--- src/rtl/adder_pkg.sv ---
// -----------------------------------------------------------------------------
// adder_pkg
//   Shared definitions for the multi-cycle adder/subtractor:
//     - state_e      : sequencing FSM states (idle, running, result-valid pulse)
//     - num_chunks() : number of CHUNK-wide slices in a WIDTH-bit operand
//     - idx_width()  : width of the chunk index counter (never below 1 bit)
// -----------------------------------------------------------------------------
package adder_pkg;

  typedef enum logic [1:0] {
    S_IDLE = 2'd0,
    S_RUN  = 2'd1,
    S_DONE = 2'd2
  } state_e;

  function automatic int num_chunks(input int width, input int chunk);
    return width / chunk;
  endfunction

  // A single-chunk configuration still needs a 1-bit counter so that the
  // index register and its comparisons keep a legal, non-zero width.
  function automatic int idx_width(input int n);
    return (n <= 1) ? 1 : $clog2(n);
  endfunction

endpackage

--- src/rtl/chunk_adder.sv ---
// -----------------------------------------------------------------------------
// chunk_adder
//   Combinational CHUNK-bit ripple-carry adder made of full_adder cells.
//   Parameters:
//     CHUNK : slice width in bits (>= 1)
//   Ports:
//     in1, in2 : CHUNK-bit operand slices
//     cin      : carry into bit 0
//     sum      : CHUNK-bit result slice
//     cout     : carry out of the top bit
//     c_msb    : carry into the top bit (used for signed overflow detection
//                when this slice holds the operand MSB)
// -----------------------------------------------------------------------------
module chunk_adder #(
  parameter int CHUNK = 8
) (
  input  logic [CHUNK-1:0] in1,
  input  logic [CHUNK-1:0] in2,
  input  logic             cin,
  output logic [CHUNK-1:0] sum,
  output logic             cout,
  output logic             c_msb
);

  // c[i] is the carry into bit i; c[CHUNK] leaves the slice.
  logic [CHUNK:0] c;

  assign c[0] = cin;

  for (genvar i = 0; i < CHUNK; i++) begin : g_bit
    full_adder u_fa (
      .a_i (in1[i]),
      .b_i (in2[i]),
      .c_i (c[i]),
      .s_o (sum[i]),
      .c_o (c[i+1])
    );
  end

  assign cout  = c[CHUNK];
  assign c_msb = c[CHUNK-1];

endmodule

--- src/rtl/full_adder.sv ---
// -----------------------------------------------------------------------------
// full_adder
//   Single-bit combinational full adder, the building block of chunk_adder.
//   Ports:
//     a_i, b_i : operand bits
//     c_i      : carry in
//     s_o      : sum bit
//     c_o      : carry out
// -----------------------------------------------------------------------------
module full_adder (
  input  logic a_i,
  input  logic b_i,
  input  logic c_i,
  output logic s_o,
  output logic c_o
);

  logic p;

  assign p   = a_i ^ b_i;
  assign s_o = p ^ c_i;
  assign c_o = (a_i & b_i) | (c_i & p);

endmodule

--- src/rtl/multicycle_adder.sv ---
// -----------------------------------------------------------------------------
// multicycle_adder
//   WIDTH-bit adder/subtractor that processes CHUNK bits per clock using one
//   shared chunk_adder, with the carry registered between slices. An accepted
//   start captures the operands; the result appears N = WIDTH/CHUNK clocks
//   later together with a one-cycle done pulse. CHUNK=1 is bit-serial,
//   CHUNK=WIDTH is a single-cycle registered adder.
//   Parameters:
//     WIDTH : operand/result width (>= 2)
//     CHUNK : bits per clock, must divide WIDTH
//   Ports:
//     clk   : rising-edge clock
//     rst   : asynchronous active-high reset
//     start : request, accepted only while not busy
//     sub   : 0 = in1+in2+cin, 1 = in1-in2-cin
//     in1   : operand A
//     in2   : operand B
//     cin   : carry-in (add) / borrow-in (sub)
//     busy  : operation in progress
//     done  : one-cycle pulse, sum/cout/ovf valid
//     sum   : result, held from done until the next accepted start
//     cout  : raw carry out of the MSB (sub: 1 = no borrow)
//     ovf   : two's-complement signed overflow
// -----------------------------------------------------------------------------
module multicycle_adder
  import adder_pkg::*;
#(
  parameter int WIDTH = 32,
  parameter int CHUNK = 8
) (
  input  logic             clk,
  input  logic             rst,
  input  logic             start,
  input  logic             sub,
  input  logic [WIDTH-1:0] in1,
  input  logic [WIDTH-1:0] in2,
  input  logic             cin,
  output logic             busy,
  output logic             done,
  output logic [WIDTH-1:0] sum,
  output logic             cout,
  output logic             ovf
);

  localparam int N  = num_chunks(WIDTH, CHUNK);
  localparam int IW = idx_width(N);
  localparam logic [IW-1:0] LAST_IDX = IW'(N - 1);

  if (WIDTH < 2) begin : g_chk_width
    $error("multicycle_adder: WIDTH must be >= 2");
  end
  if ((WIDTH % CHUNK) != 0) begin : g_chk_chunk
    $error("multicycle_adder: WIDTH must be a multiple of CHUNK");
  end

  state_e           state_q, state_d;
  logic [IW-1:0]    idx_q,   idx_d;
  logic [WIDTH-1:0] a_q,     a_d;
  logic [WIDTH-1:0] b_q,     b_d;
  logic             carry_q, carry_d;
  logic [WIDTH-1:0] sum_q,   sum_d;
  logic             cout_q,  cout_d;
  logic             ovf_q,   ovf_d;

  logic [CHUNK-1:0] a_chunk;
  logic [CHUNK-1:0] b_chunk;
  logic [CHUNK-1:0] s_chunk;
  logic             c_chunk;
  logic             c_msb;
  logic             load;

  // Slice selection by index; the counter always points at the slice being
  // added in the current RUN cycle.
  always_comb begin
    a_chunk = '0;
    b_chunk = '0;
    for (int k = 0; k < N; k++) begin
      if (idx_q == IW'(k)) begin
        a_chunk = a_q[k*CHUNK +: CHUNK];
        b_chunk = b_q[k*CHUNK +: CHUNK];
      end
    end
  end

  chunk_adder #(
    .CHUNK (CHUNK)
  ) u_chunk (
    .in1   (a_chunk),
    .in2   (b_chunk),
    .cin   (carry_q),
    .sum   (s_chunk),
    .cout  (c_chunk),
    .c_msb (c_msb)
  );

  // A new request is taken when idle, and also in the done cycle so that
  // back-to-back operations run without a bubble.
  assign load = start && ((state_q == S_IDLE) || (state_q == S_DONE));

  always_comb begin
    state_d = state_q;
    idx_d   = idx_q;
    a_d     = a_q;
    b_d     = b_q;
    carry_d = carry_q;
    sum_d   = sum_q;
    cout_d  = cout_q;
    ovf_d   = ovf_q;

    case (state_q)
      S_IDLE: begin
        state_d = S_IDLE;
      end

      S_RUN: begin
        // Partial sums overwrite the previous result slice by slice.
        for (int k = 0; k < N; k++) begin
          if (idx_q == IW'(k)) begin
            sum_d[k*CHUNK +: CHUNK] = s_chunk;
          end
        end
        carry_d = c_chunk;
        if (idx_q == LAST_IDX) begin
          idx_d   = '0;
          cout_d  = c_chunk;
          // Signed overflow: carry into the MSB differs from carry out of it.
          ovf_d   = c_msb ^ c_chunk;
          state_d = S_DONE;
        end else begin
          idx_d   = idx_q + IW'(1);
        end
      end

      S_DONE: begin
        state_d = S_IDLE;
      end

      default: begin
        state_d = S_IDLE;
      end
    endcase

    // Subtraction is in1 + ~in2 + ~cin, so B and the carry are inverted once
    // at capture and the slice datapath is always a plain add.
    if (load) begin
      a_d     = in1;
      b_d     = in2 ^ {WIDTH{sub}};
      carry_d = cin ^ sub;
      idx_d   = '0;
      state_d = S_RUN;
    end
  end

  always_ff @(posedge clk or posedge rst) begin
    if (rst) begin
      state_q <= S_IDLE;
      idx_q   <= '0;
      a_q     <= '0;
      b_q     <= '0;
      carry_q <= 1'b0;
      sum_q   <= '0;
      cout_q  <= 1'b0;
      ovf_q   <= 1'b0;
    end else begin
      state_q <= state_d;
      idx_q   <= idx_d;
      a_q     <= a_d;
      b_q     <= b_d;
      carry_q <= carry_d;
      sum_q   <= sum_d;
      cout_q  <= cout_d;
      ovf_q   <= ovf_d;
    end
  end

  assign busy = (state_q == S_RUN);
  assign done = (state_q == S_DONE);
  assign sum  = sum_q;
  assign cout = cout_q;
  assign ovf  = ovf_q;

endmodule

--- config.mk ---
export PLATFORM = sky130hd
export DESIGN_NAME = multicycle_adder
export DESIGN_NICKNAME = d
export VERILOG_FILES = /design/src/rtl/adder_pkg.sv /design/src/rtl/chunk_adder.sv /design/src/rtl/full_adder.sv /design/src/rtl/multicycle_adder.sv
export SDC_FILE = /design/constraint.sdc
export NUM_CORES = 1
export LEC_CHECK = 0
export ABC_CLOCK_PERIOD_IN_PS = 4750
export CORE_MARGIN = 2
export CORE_UTILIZATION = 30
export DETAILED_ROUTE_END_ITERATION = 16
export GPL_ROUTABILITY_DRIVEN = 1
export HOLD_SLACK_MARGIN = 0.08
export SLEW_MARGIN = 20
export SYNTH_ARGS = -nofsm -noshare
export SYNTH_HDL_FRONTEND = slang
export SYNTH_SLANG_ARGS = --single-unit
--- constraint.sdc ---
create_clock -name clk -period 4.75 [get_ports clk]
set_input_delay 0.95 -clock clk [delete_from_list [all_inputs] [get_ports clk]]
set_output_delay 0.95 -clock clk [all_outputs]
set_load 0.02 [all_outputs]
# Word-level counts from Yosys, hierarchy flattened
# Index checks and enable logic that the tools add are counted.
# word_totals
in_bits	69
output_inout_bits	36
regBits	103
# classes
add_sub_neg	1
muxes	16
eq_ne	6
n_reduce_logical	9
n_bitwise	43
# ops
operator	n
2-to-1 mux 8 bit	8
bitwise XOR 32 bit	1
bitwise XOR 1 bit	18
bitwise AND 1 bit	16
2-to-1 mux 2 bit	6
OR 1 bit	8
AND reduction 2 bit	4
equality test 2 bit, second input constant	3
equality test 2 x 1 -> 1 bit, second input constant	2
logical NOT 2 bit	2
inequality test 3 x 1 -> 1 bit, second input constant	1
adder 2 x 1 -> 2 bit, second input constant	1
2-to-1 mux 1 bit	2
nonzero test 2 bit	1
logical AND 1 bit	1
logical OR 1 bit	1

# Longest topological paths before layout
# Gate-level depths: netlist (run 1).
# logic_depth
word_depth	24
mapped_depth	20
ltp_nobuf	18

# Hierarchy
# From an unflattened synthesis (run 1), not the netlist that was laid out.
# unflattened
hier_cells	395
hier_area_um2	4865.9
# modules_own_cells
mod	cells_each	n_inst	area_each_um2	seq_area_each_um2
multicycle_adder	387	1	4705.8	2577.5
full_adder	1	8	20.0	0.0

# Least setup slack after synthesis (run 1)
# Ideal clock, no wire load.
# synth_path
path_type	reg2reg
from	register idx_q[0]
to	register sum_q[15] (netlist: sum[15])
n_path_buf	2
required_ps	4625
path_stages_with_launch	20
arrival_ps	4553
slack_ps	73
path_cell_list	dfrtp_1 -> inv_1 -> ha_1 -> buf_2 -> clkbuf_1 -> a21oi_1 -> o21ai_0 -> a22oi_1 -> fa_1 -> fa_1 -> fa_1 -> fa_1 -> fa_1 -> inv_1 -> fa_1 -> inv_1 -> fa_1 -> inv_1 -> fa_1 -> mux2_2
# synth_via
elab_chain_cells	21
word_cells_on_any_way	43
# synth_lines
item	line_no	rtl
start, declared	multicycle_adder.sv:57	logic [IW-1:0] idx_q, idx_d;
start signal, assigned	multicycle_adder.sv:166	idx_q <= idx_d;
logical NOT 2 bit	multicycle_adder.sv:78	if (idx_q == IW'(k)) begin
2-to-1 mux 8 bit (4 in series)	multicycle_adder.sv:78	
bitwise XOR 1 bit	full_adder.sv:20	assign p = a_i ^ b_i;
bitwise AND 1 bit	full_adder.sv:22	assign c_o = (a_i & b_i) | (c_i & p);
OR 1 bit	full_adder.sv:22	
bitwise AND 1 bit	full_adder.sv:22	
OR 1 bit	full_adder.sv:22	
bitwise AND 1 bit	full_adder.sv:22	
(+3 left out)	n/a	
bitwise AND 1 bit	full_adder.sv:22	
OR 1 bit	full_adder.sv:22	
bitwise AND 1 bit	full_adder.sv:22	
OR 1 bit	full_adder.sv:22	
bitwise AND 1 bit	full_adder.sv:22	
OR 1 bit	full_adder.sv:22	
bitwise XOR 1 bit (*)	full_adder.sv:21	assign s_o = p ^ c_i;
via u_chunk.g_bit[7].u_fa.s_o	full_adder.sv:14	output logic s_o,
end signal, assigned	multicycle_adder.sv:170	sum_q <= sum_d;
end, declared	multicycle_adder.sv:61	logic [WIDTH-1:0] sum_q, sum_d;
# Mark *: on every way through the listed nets, which the timed path passes. The rest lies on a longest branch.
# A chain may end at the register's enable or synchronous reset.

# Final worst setup path (run 1)
# layout_path
from	register idx_q[0]
to	register sum_q[23] (netlist: sum[23])
# The elaborated chain is that of the path after synthesis.

==> results.toml, run 1 <==
[floorplan]
fp-row-count = 47
die_h_um = 133
die-area_um2 = 17700
initial_core_util_pct = 30.4
coreArea_um2 = 16500
io_pins = 105
die_w_um = 133

[power]
power_density_nw_per_um2 = 763
leakage_nw = 2.89
p_total_mw = 5.01
peakVddDrop_mv = 0.387

[critical_path]
cp.required_ns = 4.97
path_common_cell = "fa_1"
path_class = "register to register"
arrival_ns = 4.79
slowest_stage = "dfrtp_2"
crit_fanout = 5
end_kind = "register"
slowest_delay_ns = 0.46
start_kind = "register"
crit_chain = "inv_4, ha_4, nand2_1, o21ai_0, a22oi_1, fa_2, fa_1, fa_1, fa_1, fa_1, inv_1, fa_1, inv_1, fa_1, inv_1, fa_2, mux2_2"

[yosys]
yosysSeqAreaShare_pct = 51.5
synth_edf_count = 0
synth.avg_cell_area_um2 = 10.9
syn_nets = 539
ys_warn_count = 0
syn_area_um2 = 5010
async_flop_share_pct = 100
ys_ff_latch = 103
synth_cell_types = 30
syn_inst = 458
ys.flop_type = "dfrtp_1"

[global_routing]
grt_max_degree = 62
grt_use_total_pct = 13.9
grt_pass1_wl_mm = 19.1
grt_pass1_vias = 3586
antenna_found_initial = 0
grt_overflow = 0

[timing]
slew-limit-headroom_pct = 41.8
worst_slack_ns = 0.183
grt_setup_unrepaired = "no"
max_slew.worst_pin.slew_ns = 0.873
final-hold-violation-count = 0
fmax_mhz = 219
slew_viol_final = 0
fin_worst_skew_ns = 0.00764
finalCriticalPeriod_ns = 4.57
tns_ns = 0
finalSetupViolations = 0
period_share_pct = 96.1

[layout]
nets = 635
finalInstanceArea_um2 = 6570
drive_gt1_share_pct = 15.1
final_cells = 778
syn_to_final_growth_pct = 31.2
n_antenna_cell = 0

[placed_design]
postPlaceCellArea_um2 = 6200
dp_hpwl_mm = 9.02
gp_congestion = 0.832
io_buffer_count = 104
post-place-cells = 763
dp_slack_ns = 0.0228

[clock_network]
cts_hold_buf = 0
path_clk_slew_ns = 0.06
cts_root_buf = "clkbuf_16"
cts_tree = "done"
cts_buffer_depth = 2
clock_sinks = 103
htree_levels = 3
clk_latency_ns = 0.34
cts_buffers = 9

[route]
drt_first_pass_iters = 4
final_antenna_net_count = 0
via_count = 3432
initialDrtViolationCount = 184
drc_errors = 0
wirelength_mm = 11.7
viasPerCell = 4.41
wl_per_cell_um = 15.0

[worst_hold_path]
hold_path_class = "register to register"

[outcome]
status = "completed"

[job]
max-cap-violations = 0
cells in the mapped netlist (2+ instances only):
master	instances	share of area (%)
inv_1	25	1.9
buf_2	7	0.70
nand3_1	2	0.20
mux2_2	11	2.5
clkbuf_1	14	1.0
dfrtp_1	103	51
nand2_1	69	5.2
mux2_4	30	9.0
xnor2_1	24	4.2
o21ai_0	65	6.5
buf_12	3	1.2
buf_6	2	0.45
a21oi_1	40	4.0
fa_1	8	3.2
a22oi_1	12	1.8
nand3b_1	3	0.45
buf_4	4	0.60
xor2_1	10	1.7
ha_1	4	1.0
a22o_1	4	0.70
nor2_1	9	0.67
stage by stage:
step / hold slack [ns] / utilization [%]
after global routing: 0.500 / 39.9
after floorplan: 0.450 / -
final: 0.483 / 39.9
after detailed placement: 0.473 / 37.6
after CTS: 0.487 / 39.6
after global placement: 0.462 / 37.6
placed cells by master, fill, tap and decap left out, types with 11 or more instances in the layout:
master	n
a21oi_1	40
a22oi_1	11
buf_4	13
clkdlybuf4s50_1	103
dfrtp_1	101
inv_1	22
mux2_2	11
mux2_4	30
nand2_1	69
o21ai_0	64
xnor2_1	24
final timing paths:
kind,slack [ns],startpoint,to,cells after the start
worst max-delay path,0.18,idx_q[0]$_DFFE_PP0P_,sum[23]$_DFFE_PP0P_,17
worst min-delay path,0.48,sum[3]$_DFFE_PP0P_,sum[3]$_DFFE_PP0P_,2
worst max register to register,0.18,idx_q[0]$_DFFE_PP0P_,sum[23]$_DFFE_PP0P_,17
worst min register to register,0.48,sum[3]$_DFFE_PP0P_,sum[3]$_DFFE_PP0P_,2
max in group asynchronous,2.94,rst,idx_q[0]$_DFFE_PP0P_,3
min in group asynchronous,0.94,rst,sum[22]$_DFFE_PP0P_,2
cell families after synthesis:
| kind of cell | Yosys count | synth area share (%) |
|---|---|---|
| XOR/XNOR | 34 | 5.95 |
| adder cells (fa/ha/maj) | 12 | 4.20 |
| AO/OA/AOI/OAI | 124 | 13.4 |
| flip-flops | 103 | 51.5 |
| buffers and inverters | 57 | 6.27 |
| multiplexers | 41 | 11.5 |
| AND/OR/NAND/NOR | 87 | 7.27 |
routing by layer:
metal  global-route usage (%)  routed length (um)  vias up  part of all wire, %
met5                        0                   0        -                    0
met3                     3.27                 442        9                  3.8
met1                     19.0                5610     1626                   48
met2                     22.0                5510       76                   47
met4                     4.26                 123        0                  1.1
li1                         -                   -     1721                    -
sequential cells by signal, indices dropped and copies added, names as in the netlist:
signal and flops:
state_q 2, cout 1, a_q 32, b_q 32, carry_q 1, sum 32, ovf 1, idx_q 2
cell type report:
class | count | area (um2)
Tap cell | 220 | 275
Clock inverter | 4 | 70.1
Clock buffer | 11 | 243
Multi-Input combinational cell | 298 | 2170
Sequential cell | 103 | 2580
Timing Repair Buffer | 117 | 1130
Inverter | 25 | 98.8
Fill cell | 1588 | 9900
worst max-delay path, delay by kind of cell (launching register included):
family / cells / cell delay, ns
multiplexers: 1 / 0.28
buffers and inverters: 4 / 0.31
AO/OA/AOI/OAI: 2 / 0.27
flip-flops: 1 / 0.46
AND/OR/NAND/NOR: 1 / 0.05
adder cells (fa/ha/maj): 9 / 3.05
timing repair:
item	CTS	global route
setup endpoints to repair	1	5
buffers inserted	0	0
resized for setup	1	16
report_power, final:
group | internal, mW | switching [mW]
registers | 1.32 | 0.288
logic | 1.23 | 1.39
clock network | 0.471 | 0.302
No activity file was read; power rests on OpenSTA's default activity.
==> run 2, diff against run 1 <==
--- a/config.mk
+++ b/config.mk
@@ -6,6 +6,7 @@
 export NUM_CORES = 1
 export LEC_CHECK = 0
 export ABC_CLOCK_PERIOD_IN_PS = 4750
+export CAP_MARGIN = 10
 export CORE_MARGIN = 2
 export CORE_UTILIZATION = 30
 export DETAILED_ROUTE_END_ITERATION = 16
==> results of run 2 <==
The final DEF is identical to that of run 1; final timing and power are the same.
